### src/rtl/muldiv_pkg.sv
// Shared types and constants for the iterative multiply/divide execute unit.
package muldiv_pkg;

    typedef enum logic [1:0] {OP_MUL, OP_MULH, OP_DIVU, OP_REMU} op_e;
    typedef enum logic [1:0] {S_IDLE, S_RUN, S_DONE} state_e;

    // Wide all-ones value, sliced to the operand width where used.
    localparam logic [63:0] DIV0_QUOT = '1;

endpackage

### src/rtl/muldiv_unit.sv
// Iterative 16-bit MUL/MULH/DIVU/REMU unit; one shared add/sub per cycle,
// one register-file write per accepted operation.
module muldiv_unit
    import muldiv_pkg::*;
#(
    parameter int WIDTH = 16,
    parameter int AW    = 4
) (
    input  logic             clk,
    input  logic             rst,
    input  logic             start_i,
    input  logic [1:0]       op_i,
    input  logic [WIDTH-1:0] a_i,
    input  logic [WIDTH-1:0] b_i,
    input  logic [AW-1:0]    rd_i,
    output logic             busy_o,
    output logic             done_o,
    output logic             we3_o,
    output logic [AW-1:0]    wa3_o,
    output logic [WIDTH-1:0] wd3_o
);

    localparam int             CW   = $clog2(WIDTH) + 1;
    localparam logic [CW-1:0]  LAST = CW'(WIDTH);

    state_e             state_q, state_d;
    op_e                op_q, op_d;
    logic [CW-1:0]      cnt_q, cnt_d;
    logic [WIDTH-1:0]   b_q, b_d;
    logic [AW-1:0]      rd_q, rd_d;
    logic               div0_q, div0_d;
    // hi: product high half / partial remainder (extra bit keeps the borrow)
    // lo: multiplier being consumed / quotient being built
    logic [WIDTH:0]     hi_q, hi_d;
    logic [WIDTH-1:0]   lo_q, lo_d;
    logic [AW-1:0]      wa3_q, wa3_d;
    logic [WIDTH-1:0]   wd3_q, wd3_d;

    logic               is_mul;
    logic [WIDTH:0]     shifted, opx, opy, sum, hi_n;
    logic [WIDTH-1:0]   lo_n, result, div0_quot;

    assign div0_quot = DIV0_QUOT[WIDTH-1:0];

    always_comb begin
        is_mul  = (op_q == OP_MUL) || (op_q == OP_MULH);
        shifted = {hi_q[WIDTH-1:0], lo_q[WIDTH-1]};
        opx     = is_mul ? hi_q : shifted;
        opy     = (is_mul && !lo_q[0]) ? '0 : {1'b0, b_q};
        sum     = is_mul ? (opx + opy) : (opx - opy);
        if (is_mul) begin
            hi_n = {1'b0, sum[WIDTH:1]};
            lo_n = {sum[0], lo_q[WIDTH-1:1]};
        end else if (sum[WIDTH]) begin
            hi_n = shifted;
            lo_n = {lo_q[WIDTH-2:0], 1'b0};
        end else begin
            hi_n = sum;
            lo_n = {lo_q[WIDTH-2:0], 1'b1};
        end
    end

    // With b==0 every subtract succeeds, so the remainder naturally ends as a.
    always_comb begin
        case (op_q)
            OP_MUL:  result = lo_q;
            OP_MULH: result = hi_q[WIDTH-1:0];
            OP_DIVU: result = div0_q ? div0_quot : lo_q;
            default: result = hi_q[WIDTH-1:0];
        endcase
    end

    always_comb begin
        state_d = state_q;
        op_d    = op_q;
        cnt_d   = cnt_q;
        b_d     = b_q;
        rd_d    = rd_q;
        div0_d  = div0_q;
        hi_d    = hi_q;
        lo_d    = lo_q;
        wa3_d   = wa3_q;
        wd3_d   = wd3_q;
        case (state_q)
            S_IDLE: begin
                if (start_i) begin
                    state_d = S_RUN;
                    op_d    = op_e'(op_i);
                    b_d     = b_i;
                    rd_d    = rd_i;
                    div0_d  = (b_i == '0);
                    cnt_d   = '0;
                    hi_d    = '0;
                    lo_d    = a_i;
                end
            end
            S_RUN: begin
                if (cnt_q == LAST) begin
                    state_d = S_DONE;
                    if (rd_q != '0) begin
                        wa3_d = rd_q;
                        wd3_d = result;
                    end
                end else begin
                    hi_d  = hi_n;
                    lo_d  = lo_n;
                    cnt_d = cnt_q + 1'b1;
                end
            end
            default: state_d = S_IDLE;
        endcase
    end

    always_ff @(posedge clk) begin
        if (rst) begin
            state_q <= S_IDLE;
            op_q    <= OP_MUL;
            cnt_q   <= '0;
            b_q     <= '0;
            rd_q    <= '0;
            div0_q  <= 1'b0;
            hi_q    <= '0;
            lo_q    <= '0;
            wa3_q   <= '0;
            wd3_q   <= '0;
        end else begin
            state_q <= state_d;
            op_q    <= op_d;
            cnt_q   <= cnt_d;
            b_q     <= b_d;
            rd_q    <= rd_d;
            div0_q  <= div0_d;
            hi_q    <= hi_d;
            lo_q    <= lo_d;
            wa3_q   <= wa3_d;
            wd3_q   <= wd3_d;
        end
    end

    assign busy_o = (state_q != S_IDLE);
    assign done_o = (state_q == S_DONE);
    assign we3_o  = done_o && (rd_q != '0);
    assign wa3_o  = wa3_q;
    assign wd3_o  = wd3_q;

endmodule

### config.mk
export PLATFORM = sky130hd
export DESIGN_NAME = muldiv_unit
export DESIGN_NICKNAME = d
export VERILOG_FILES = /design/src/rtl/muldiv_pkg.sv /design/src/rtl/muldiv_unit.sv
export SDC_FILE = /design/constraint.sdc
export NUM_CORES = 1
export LEC_CHECK = 0
export CORE_MARGIN = 2
export CORE_UTILIZATION = 62
export CTS_BUF_LIST = sky130_fd_sc_hd__clkbuf_8
export CTS_CLUSTER_DIAMETER = 40
export DETAILED_ROUTE_END_ITERATION = 8
export MAX_ROUTING_LAYER = met4
export PLACE_DENSITY = 0.86
export SYNTH_ARGS = -nofsm -noshare
export SYNTH_HDL_FRONTEND = slang
export SYNTH_SLANG_ARGS = --single-unit
### constraint.sdc
create_clock -name clk -period 8.9 [get_ports clk]
set_clock_uncertainty 0.1 [all_clocks]
set_input_delay 1.78 -clock clk [delete_from_list [all_inputs] [get_ports clk]]
set_output_delay 1.78 -clock clk [all_outputs]
set_load 0.03 [all_outputs]
# Yosys cells after proc, flatten, opt, wreduce, memory -nomap -nowiden
# Cells that the tools add are included.
# totals
regBits	83
in_bits	41
out_inout_bits	23
wordCells	56
# classes
addsub	3
eq_ne	8
mux	21
n_reduce_logical	14
# op_table
op	count
2-to-1 mux 17 bit	6
2-to-1 mux 16 bit	5
one-hot mux 16 bit (2 select lines)	2
one-hot mux 17 bit (2 select lines)	1
adder 17 x 16 -> 17 bit	1
subtractor 17 x 16 -> 17 bit	1
zero test 16 bit	1
2-to-1 mux 5 bit	2
one-hot mux 5 bit (2 select lines)	1
!= test 2 bit (second input constant)	3
AND reduction 3 bit	2
adder 5 x 1 -> 5 bit (second input constant)	1
== test 5 bit (second input constant)	1
== test 2 x 1 -> 1 bit (second input constant)	2
== test 2 bit (second input constant)	2
zero test 2 bit	2
2-to-1 mux 2 bit	2
one-hot mux 2 bit (2 select lines)	1
AND reduction 2 bit	2
nonzero test 2 bit	2
nonzero test 4 bit	1
logical AND 1 bit	2
zero test 1 bit	1
logical OR 1 bit	1
2-to-1 mux 1 bit	1

# Depth between registers and ports, before layout
# Gate-level depths: netlist of the first run.
# depth
ltp_word	10
mapped_depth	18
ltp_nobuf	14

# Worst setup path after synthesis of the first run
# OpenSTA, ideal clock, no wires.
# synth_path
path_kind	flip-flop to flip-flop
start	reg op_q[1]
end	reg hi_q[0]
setup_ns	0.138
arrival_time_ns	3.570
required_time_ns	8.662
setup_slack_ns	5.093
stages_incl_launch_ff	18
n_path_buf	5
period_less_slack_ns	3.807
path_cell_list	dfxtp_1 buf_2 buf_1 clkbuf_1 o21ai_0 ha_1 nand2_1 o21ai_0 a32o_1 ha_1 clkbuf_1 nand3_1 nor3_1 a211oi_2 xnor2_1 buf_4 mux2i_1 o221ai_1
# synth_between
elab_chain_len	10
elab_cells_between_ends	13
cone_classes	add/sub: 2; eq/ne: 1; mux: 7; reduce/logical: 3
# synth_rtl
element	line	rtl
from (decl)	muldiv_unit.sv:27	op_e op_q, op_d;
from (signal assigned)	muldiv_unit.sv:128	op_q <= op_d;
== test 2 x 1 -> 1 bit / zero test 2 bit (equally long branches)	muldiv_unit.sv:46	is_mul = (op_q == OP_MUL) || (op_q == OP_MULH);
logical OR 1 bit *	muldiv_unit.sv:46	
logical AND 1 bit	muldiv_unit.sv:49	opy = (is_mul && !lo_q[0]) ? '0 : {1'b0, b_q};
2-to-1 mux 16 bit	muldiv_unit.sv:49	
subtractor 17 x 16 -> 17 bit / adder 17 x 16 -> 17 bit (equally long branches)	muldiv_unit.sv:50	sum = is_mul ? (opx + opy) : (opx - opy);
2-to-1 mux 17 bit	muldiv_unit.sv:50	
2-to-1 mux 17 bit	muldiv_unit.sv:54	end else if (sum[WIDTH]) begin
2-to-1 mux 17 bit *	muldiv_unit.sv:51	if (is_mul) begin
2-to-1 mux 17 bit *	muldiv_unit.sv:98	if (cnt_q == LAST) begin
one-hot mux 17 bit (2 select lines) *	muldiv_unit.sv:84	case (state_q)
to (signal assigned)	muldiv_unit.sv:133	hi_q <= hi_d;
to (decl)	muldiv_unit.sv:34	logic [WIDTH:0] hi_q, hi_d;
# Every way passes the cells marked *; elsewhere a longest branch is shown, timed or not. The select of a mux whose other input is x is not followed.
# A chain may end at the register's enable or synchronous reset.

# Worst setup path after layout of the first run
# layout_path
start	reg op_q[1]
end	reg hi_q[12]
# The elaborated chain is that of the path after synthesis.

==> reports/results.ini, run 1 <==
[route]
detail-route-antenna-nets = 0
routed-wl-met3_microns = 701
dr.pass1.iters = 5
routed_wl_mm = 13.41
drt_iter0_drc = 345
routedWlPerCell_microns = 16.95
met1Wirelength_mm = 5.845
num_vias = 5010
drc = 0
viasPerCell = 6.334
routed-wl-met2_mm = 6.514
top_layer = met4

[global_routing]
grt.total_usage = 0.3102
antenna_found_initial = 0
grt_pass1_vias = 4487
grt_overflow = 0
grt_max_degree = 72
grt_pass1_wl_mm = 21.39

[floorplanning]
io_pins = 64
rows = 33
die_x_microns = 94.55
die_y_microns = 94.55
fp.coreArea_sq_um = 8093
dieArea_sq_um = 8940
start_util = 0.6282

[clocking]
cts_max_level = 3
cts_root_buf = clkbuf_8
cts_tree = built
cts_resized = 0
cts_buffers = 9
cts_hold_buf = 0
insertion_delay_ps = 360
clk_pin_slew_ps = 90
cts_sinks = 83
clk_path_buf_depth = 2
cts_setup_buffers = 0

[synth]
synth-main-ff-cell = dfxtp_1
synth_fa_ha_area_frac = 0.05070
avgSynthCellArea_sq_um = 7.906
synthesis.instances = 643
synth_top_area_frac = 0.3269
synthTopCellsByArea = dfxtp_1 (33%), nand2_1 (7.2%), a21oi_1 (6.7%), mux2i_1 (5.9%), ha_1 (4.7%)
synth_top_family_by_area = compound AO/OA/AOI/OAI gates
synthMuxAreaShare = 0.09230
synth_edf_count = 0
yosys.area_share.simple = 0.1935
ys_seq_area_frac = 0.3269
synth_cell_types = 59
synth_compound_area_frac = 0.2528
syn_nets = 704
synth_xor_area_frac = 0.03963
synth_seq_cells = 83
synth.largest_area_cell = dfxtp_1
syn_area_sq_um = 5084
yosys_warnings = 0
ys_async_sr_fraction = 0

[power]
report.power.total_mw = 0.8514
irDropWorstVdd_uv = 112.0
p_leak_nw = 2.273
powerDensity_nw_per_um2 = 144.3

[layout]
mostFrequentLayoutCells = nand2_1 (98), dfxtp_1 (82), a21oi_1 (68)
post-route-cell-area_sq_um = 5901
layout_commonest_cell = nand2_1
syn_to_final_growth_pct = 16.07
utilization = 0.7291
nets = 742
drive_gt1_frac = 0.07143
diodes = 0

[timing]
setup_violations = 0
setup-tns-final_ps = 0
tightest_slew_ps = 1235
layout_worst_path_cycle_share = 0.4654
slew_headroom = 0.1758
rsz0062_at_grt = false
min_period_ps = 4142
holdWs_ps = 354.8
hold_viol_final = 0
slew_violations = 0
fmax_ghz = 0.2414

[placement]
hpwl_mm = 9.547
place.gp.congestion = 0.9585
io_buffers = 63
dpl_cell_area_sq_um = 5723

[worst_setup_path]
timing_worst_setup_path_type = flop to flop
critPathLaunchType = flop
required_ps = 9020
crit_path_end_kind = flop
arrival_ps = 4260
crit_fanout = 22

[min_path]
hold_path.class = flop to flop

[run_status]
status = finished clean

[job]
maxCapViolations = 0

-- stage by stage --
| step | instances | worst slack [ps] |
|---|---|---|
| after global placement | 775 | 4776 |
| after global routing | 791 | 4501 |
| final | 791 | 4758 |
| after detailed placement | 775 | 4630 |
| after CTS | 791 | 4858 |
| after floorplan | 643 | 5093 |
-- cell type report --
cell class | count | area (sq um)
Multi-Input combinational cell | 505 | 3209
Fill cell | 649 | 2192
Sequential cell | 83 | 1663
Timing Repair Buffer | 69 | 670.6
Tap cell | 105 | 131.4
Clock buffer | 9 | 123.9
Clock inverter | 7 | 53.80
Inverter | 13 | 48.80
-- path summary, 6_finish.rpt --
| path | start | endpoint | slack [ps] | cells past startpoint |
|---|---|---|---|---|
| min | wd3_o[4]$_SDFFE_PP0P_ | wd3_o[4]$_SDFFE_PP0P_ | 350 | 2 |
| max reg2reg | op_q[1]$_SDFFE_PP0P_ | hi_q[12]$_SDFFE_PP0P_ | 4760 | 14 |
| max | op_q[1]$_SDFFE_PP0P_ | hi_q[12]$_SDFFE_PP0P_ | 4760 | 14 |
| min reg2reg | wd3_o[4]$_SDFFE_PP0P_ | wd3_o[4]$_SDFFE_PP0P_ | 350 | 2 |
-- cell usage after synthesis (all sizes together), types with 2 or more instances --
| cell type | count |
|---|---|
| nand4 | 4 |
| xor2 | 15 |
| nor3 | 12 |
| a21o | 10 |
| nand2 | 98 |
| and2 | 3 |
| o21ai | 42 |
| a22oi | 16 |
| a211oi | 21 |
| ha | 19 |
| nor2 | 62 |
| nor2b | 5 |
| nand3 | 8 |
| inv | 12 |
| dfxtp | 83 |
| nand2b | 4 |
| nand3b | 3 |
| a21oi | 68 |
| a32o | 2 |
| and3 | 3 |
| nor4 | 7 |
| mux2i | 30 |
| o31ai | 2 |
| o21a | 2 |
| a31oi | 2 |
| mux2 | 15 |
| clkbuf | 33 |
| a2bb2oi | 2 |
| o211ai | 7 |
| a311oi | 2 |
| buf | 9 |
| o221ai | 18 |
| xnor2 | 8 |
-- metal layers --
metal | track usage | up-vias
met5 | - | -
met4 | 0.1135 | 0
met3 | 0.03591 | 31
met2 | 0.5119 | 201
met1 | 0.3934 | 2371
li1 | - | 2407
-- logic make-up (layout without fill, tap and decap cells) --
logic type | after synthesis | in the layout
buffers and inverters | 55 | 98
AOI/OAI and AO/OA | 201 | 201
adders and majority gates | 20 | 20
muxes | 45 | 45
DFF | 83 | 83
xor gates and xnor gates | 23 | 23
and+or+nand+nor | 216 | 216
-- critical path: stages, from the launching register on --
cell,delay (ps)
dfxtp_2,450
o21ai_0,350
ha_1,350
nand2_1,140
nor3_1,190
xor2_1,160
o21ai_0,160
ha_1,330
a21oi_1,350
a31oi_1,220
a211oi_2,300
xnor2_2,140
buf_4,320
mux2i_1,300
o221ai_1,150
-- power breakdown --
| part | switching (mW) | leakage, nW | internal, mW |
|---|---|---|---|
| registers | 0.0258 | 0.677 | 0.388 |
| logic | 0.106 | 1.51 | 0.0772 |
| clock network | 0.150 | 0.0876 | 0.103 |
-- flip-flops by register name (all words and copies together), names as in the netlist --
name / cells
op_q: 2
div0_q: 1
rd_q: 4
lo_q: 16
wd3_o: 16
hi_q: 17
b_q: 16
cnt_q: 5
state_q: 2
wa3_o: 4
Note: power is estimated with default switching activity, not from simulation.
==> run 2: changes to the inputs <==
--- a/config.mk
+++ b/config.mk
@@ -6,12 +6,12 @@
 export NUM_CORES = 1
 export LEC_CHECK = 0
 export CORE_MARGIN = 2
-export CORE_UTILIZATION = 62
+export CORE_UTILIZATION = 52
 export CTS_BUF_LIST = sky130_fd_sc_hd__clkbuf_8
 export CTS_CLUSTER_DIAMETER = 40
 export DETAILED_ROUTE_END_ITERATION = 8
 export MAX_ROUTING_LAYER = met4
-export PLACE_DENSITY = 0.86
+export PLACE_DENSITY = 0.77
 export SYNTH_ARGS = -nofsm -noshare
 export SYNTH_HDL_FRONTEND = slang
 export SYNTH_SLANG_ARGS = --single-unit
==> constraint.sdc (replaced) <==
create_clock -name clk -period 3.8 [get_ports clk]
set_clock_uncertainty 0.1 [all_clocks]
set_input_delay 0.76 -clock clk [delete_from_list [all_inputs] [get_ports clk]]
set_output_delay 0.76 -clock clk [all_outputs]
set_load 0.03 [all_outputs]
==> run 2 against run 1 <==
Maximum frequency increased by 15%. Final area is 4.3% higher. First-iteration DRC count rose by 3.2%. Global-route usage is 2.4 points lower.
==> reports/results.ini, run 2 (synthesis results as in run 1) <==
[run_status]
status = finished clean

[global_routing]
grt_pass1_wl_mm = 22.82  ; +6.7%
grt_pass1_vias = 4602  ; +2.6%
antenna_found_initial = 0  ; unchanged
grt_max_degree = 45  ; -38%
grt.total_usage = 0.2863  ; -0.02385
grt_overflow = 0  ; unchanged

[placement]
place.gp.congestion = 0.9163  ; -4.4%
hpwl_mm = 10.28  ; +7.7%
io_buffers = 63  ; unchanged

[power]
report.power.total_mw = 2.208  ; +160%
powerDensity_nw_per_um2 = 358.9  ; +150%
p_leak_nw = 2.375  ; +4.5%
irDropWorstVdd_uv = 231.0  ; +110%

[layout]
largest_reg_flops = 17  ; unchanged
drive_gt1_frac = 0.1016  ; +0.03015
nets = 755  ; +1.8%
syn_to_final_growth_pct = 21.02
utilization = 0.6382  ; -0.09089
regMostFlops = hi_q
mostFrequentLayoutCells = nand2_1 (98), dfxtp_1 (82), a21oi_1 (67)
diodes = 0  ; unchanged
layout_commonest_cell = nand2_1

[worst_setup_path]
required_ps = 4000  ; -5020 ps
arrival_ps = 3810  ; -450 ps
critPathLaunchType = flop
reg2regPathDepth = 14  ; unchanged
timing_worst_setup_path_type = flop to flop
crit_path_end_kind = flop
crit_fanout = 7  ; -68%

[clocking]
cts_max_level = 3  ; unchanged
cts_root_buf = clkbuf_8
clk_pin_slew_ps = 100  ; about the same
clk_path_buf_depth = 2  ; unchanged
cts_tree = built
cts_hold_buf = 0  ; unchanged
cts_buffers = 9  ; unchanged
insertion_delay_ps = 370  ; about the same
cts_sinks = 83  ; unchanged

[timing]
setup-tns-final_ps = 0  ; unchanged
fmax_ghz = 0.2771  ; +15%
holdWs_ps = 354.5  ; -0.2640 ps
tightest_slew_ps = 1041  ; -194.3 ps
slew_violations = 0  ; unchanged
setup_violations = 0  ; unchanged
slew_headroom = 0.3036  ; +0.1279
hold_viol_final = 0  ; unchanged
min_period_ps = 3609  ; -532.3 ps
layout_worst_path_cycle_share = 0.9498  ; +0.4845

[min_path]
hold_depth = 2  ; unchanged
hold_path.class = flop to flop

[floorplanning]
start_util = 0.5274  ; -0.1008
io_pins = 64  ; unchanged
die_x_microns = 102.9  ; +8.8%
die_y_microns = 102.9  ; +8.8%
dieArea_sq_um = 10580  ; +18%
rows = 36  ; +9.1%
fp.coreArea_sq_um = 9639  ; +19%

[route]
dr.pass1.iters = 6  ; +1
routedWlPerCell_microns = 17.06  ; +0.63%
routed_wl_mm = 14.19  ; +5.8%
drt_iter0_drc = 356  ; +3.2%
viasPerCell = 5.945  ; -6.1%
num_vias = 4946  ; -1.3%
detail-route-antenna-nets = 0  ; unchanged
drc = 0  ; unchanged

[job]
maxCapViolations = 0  ; unchanged

[run 2: changes by cell type in the layout (fill, tap and decap cells not counted), moves of 2 or more]
| cell | change |
|---|---|
| buf_4 | +12 |
| bufinv_16 | +3 |
| ha_1 | -3 |
| ha_2 | +3 |
| inv_1 | -2 |
| inv_6 | -2 |
[run 2: cell type report]
cell class                 count  area (sq um)
tap                          133         166.4
clock inverter                 6         112.6
sequential                    83          1663
inverter                      13         52.55
multi-input combinational    505          3239
clock buffer                  10         137.6
fill                         856          3487
timing repair buffer          82         780.7
[run 2: per-layer routing]
| layer | global-route usage | up-vias | part of all wire |
|---|---|---|---|
| met2 | 0.4495 | 144 | 0.47 |
| met1 | 0.3806 | 2349 | 0.46 |
| met4 | 0.1053 | 0 | 0.026 |
| li1 | - | 2429 | - |
| met5 | - | - | 0 |
| met3 | 0.03525 | 24 | 0.043 |
[run 2: repair_timing]
action                     4_1_cts  5_1_grt
setup endpoints to repair        0       18
hold endpoints to repair         0        0
setup buffers                    0        3
resized for setup                0        8
[run 2: through the flow]
step                area, sq um  cells  setup slack (ps)
floorplan                  5085    643             125.8
global placement           5846    813             277.8
detailed placement         5846    813             121.6
CTS                        6096    829             124.8
global route               6152    832            -2.299
finish                     6152    832             190.6
[run 2: worst paths after layout]
| kind | from | end | slack [ps] |
|---|---|---|---|
| min reg2reg | wd3_o[13]$_SDFFE_PP0P_ | wd3_o[13]$_SDFFE_PP0P_ | 350 |
| min | wd3_o[13]$_SDFFE_PP0P_ | wd3_o[13]$_SDFFE_PP0P_ | 350 |
| max reg2reg | op_q[1]$_SDFFE_PP0P_ | hi_q[13]$_SDFFE_PP0P_ | 190 |
| max | op_q[1]$_SDFFE_PP0P_ | hi_q[13]$_SDFFE_PP0P_ | 190 |
[run 2: power breakdown]
group / internal, mW / switching (mW)
Combinational: 0.199 / 0.258
Sequential: 0.909 / 0.0564
Clock: 0.456 / 0.330
Total: 1.56 / 0.644
[run 2: critical path, cell delays in order, from the launching register on]
cell      delay [ps]
dfxtp_2          340
o21ai_0          280
ha_2             300
nand3_1          130
nor4_2           200
xor2_1           100
o21ai_0          200
ha_2             360
a211oi_2         340
nor3_1           100
a211oi_2         240
xnor2_2          150
buf_4            170
or3b_2           450
o211ai_1         100
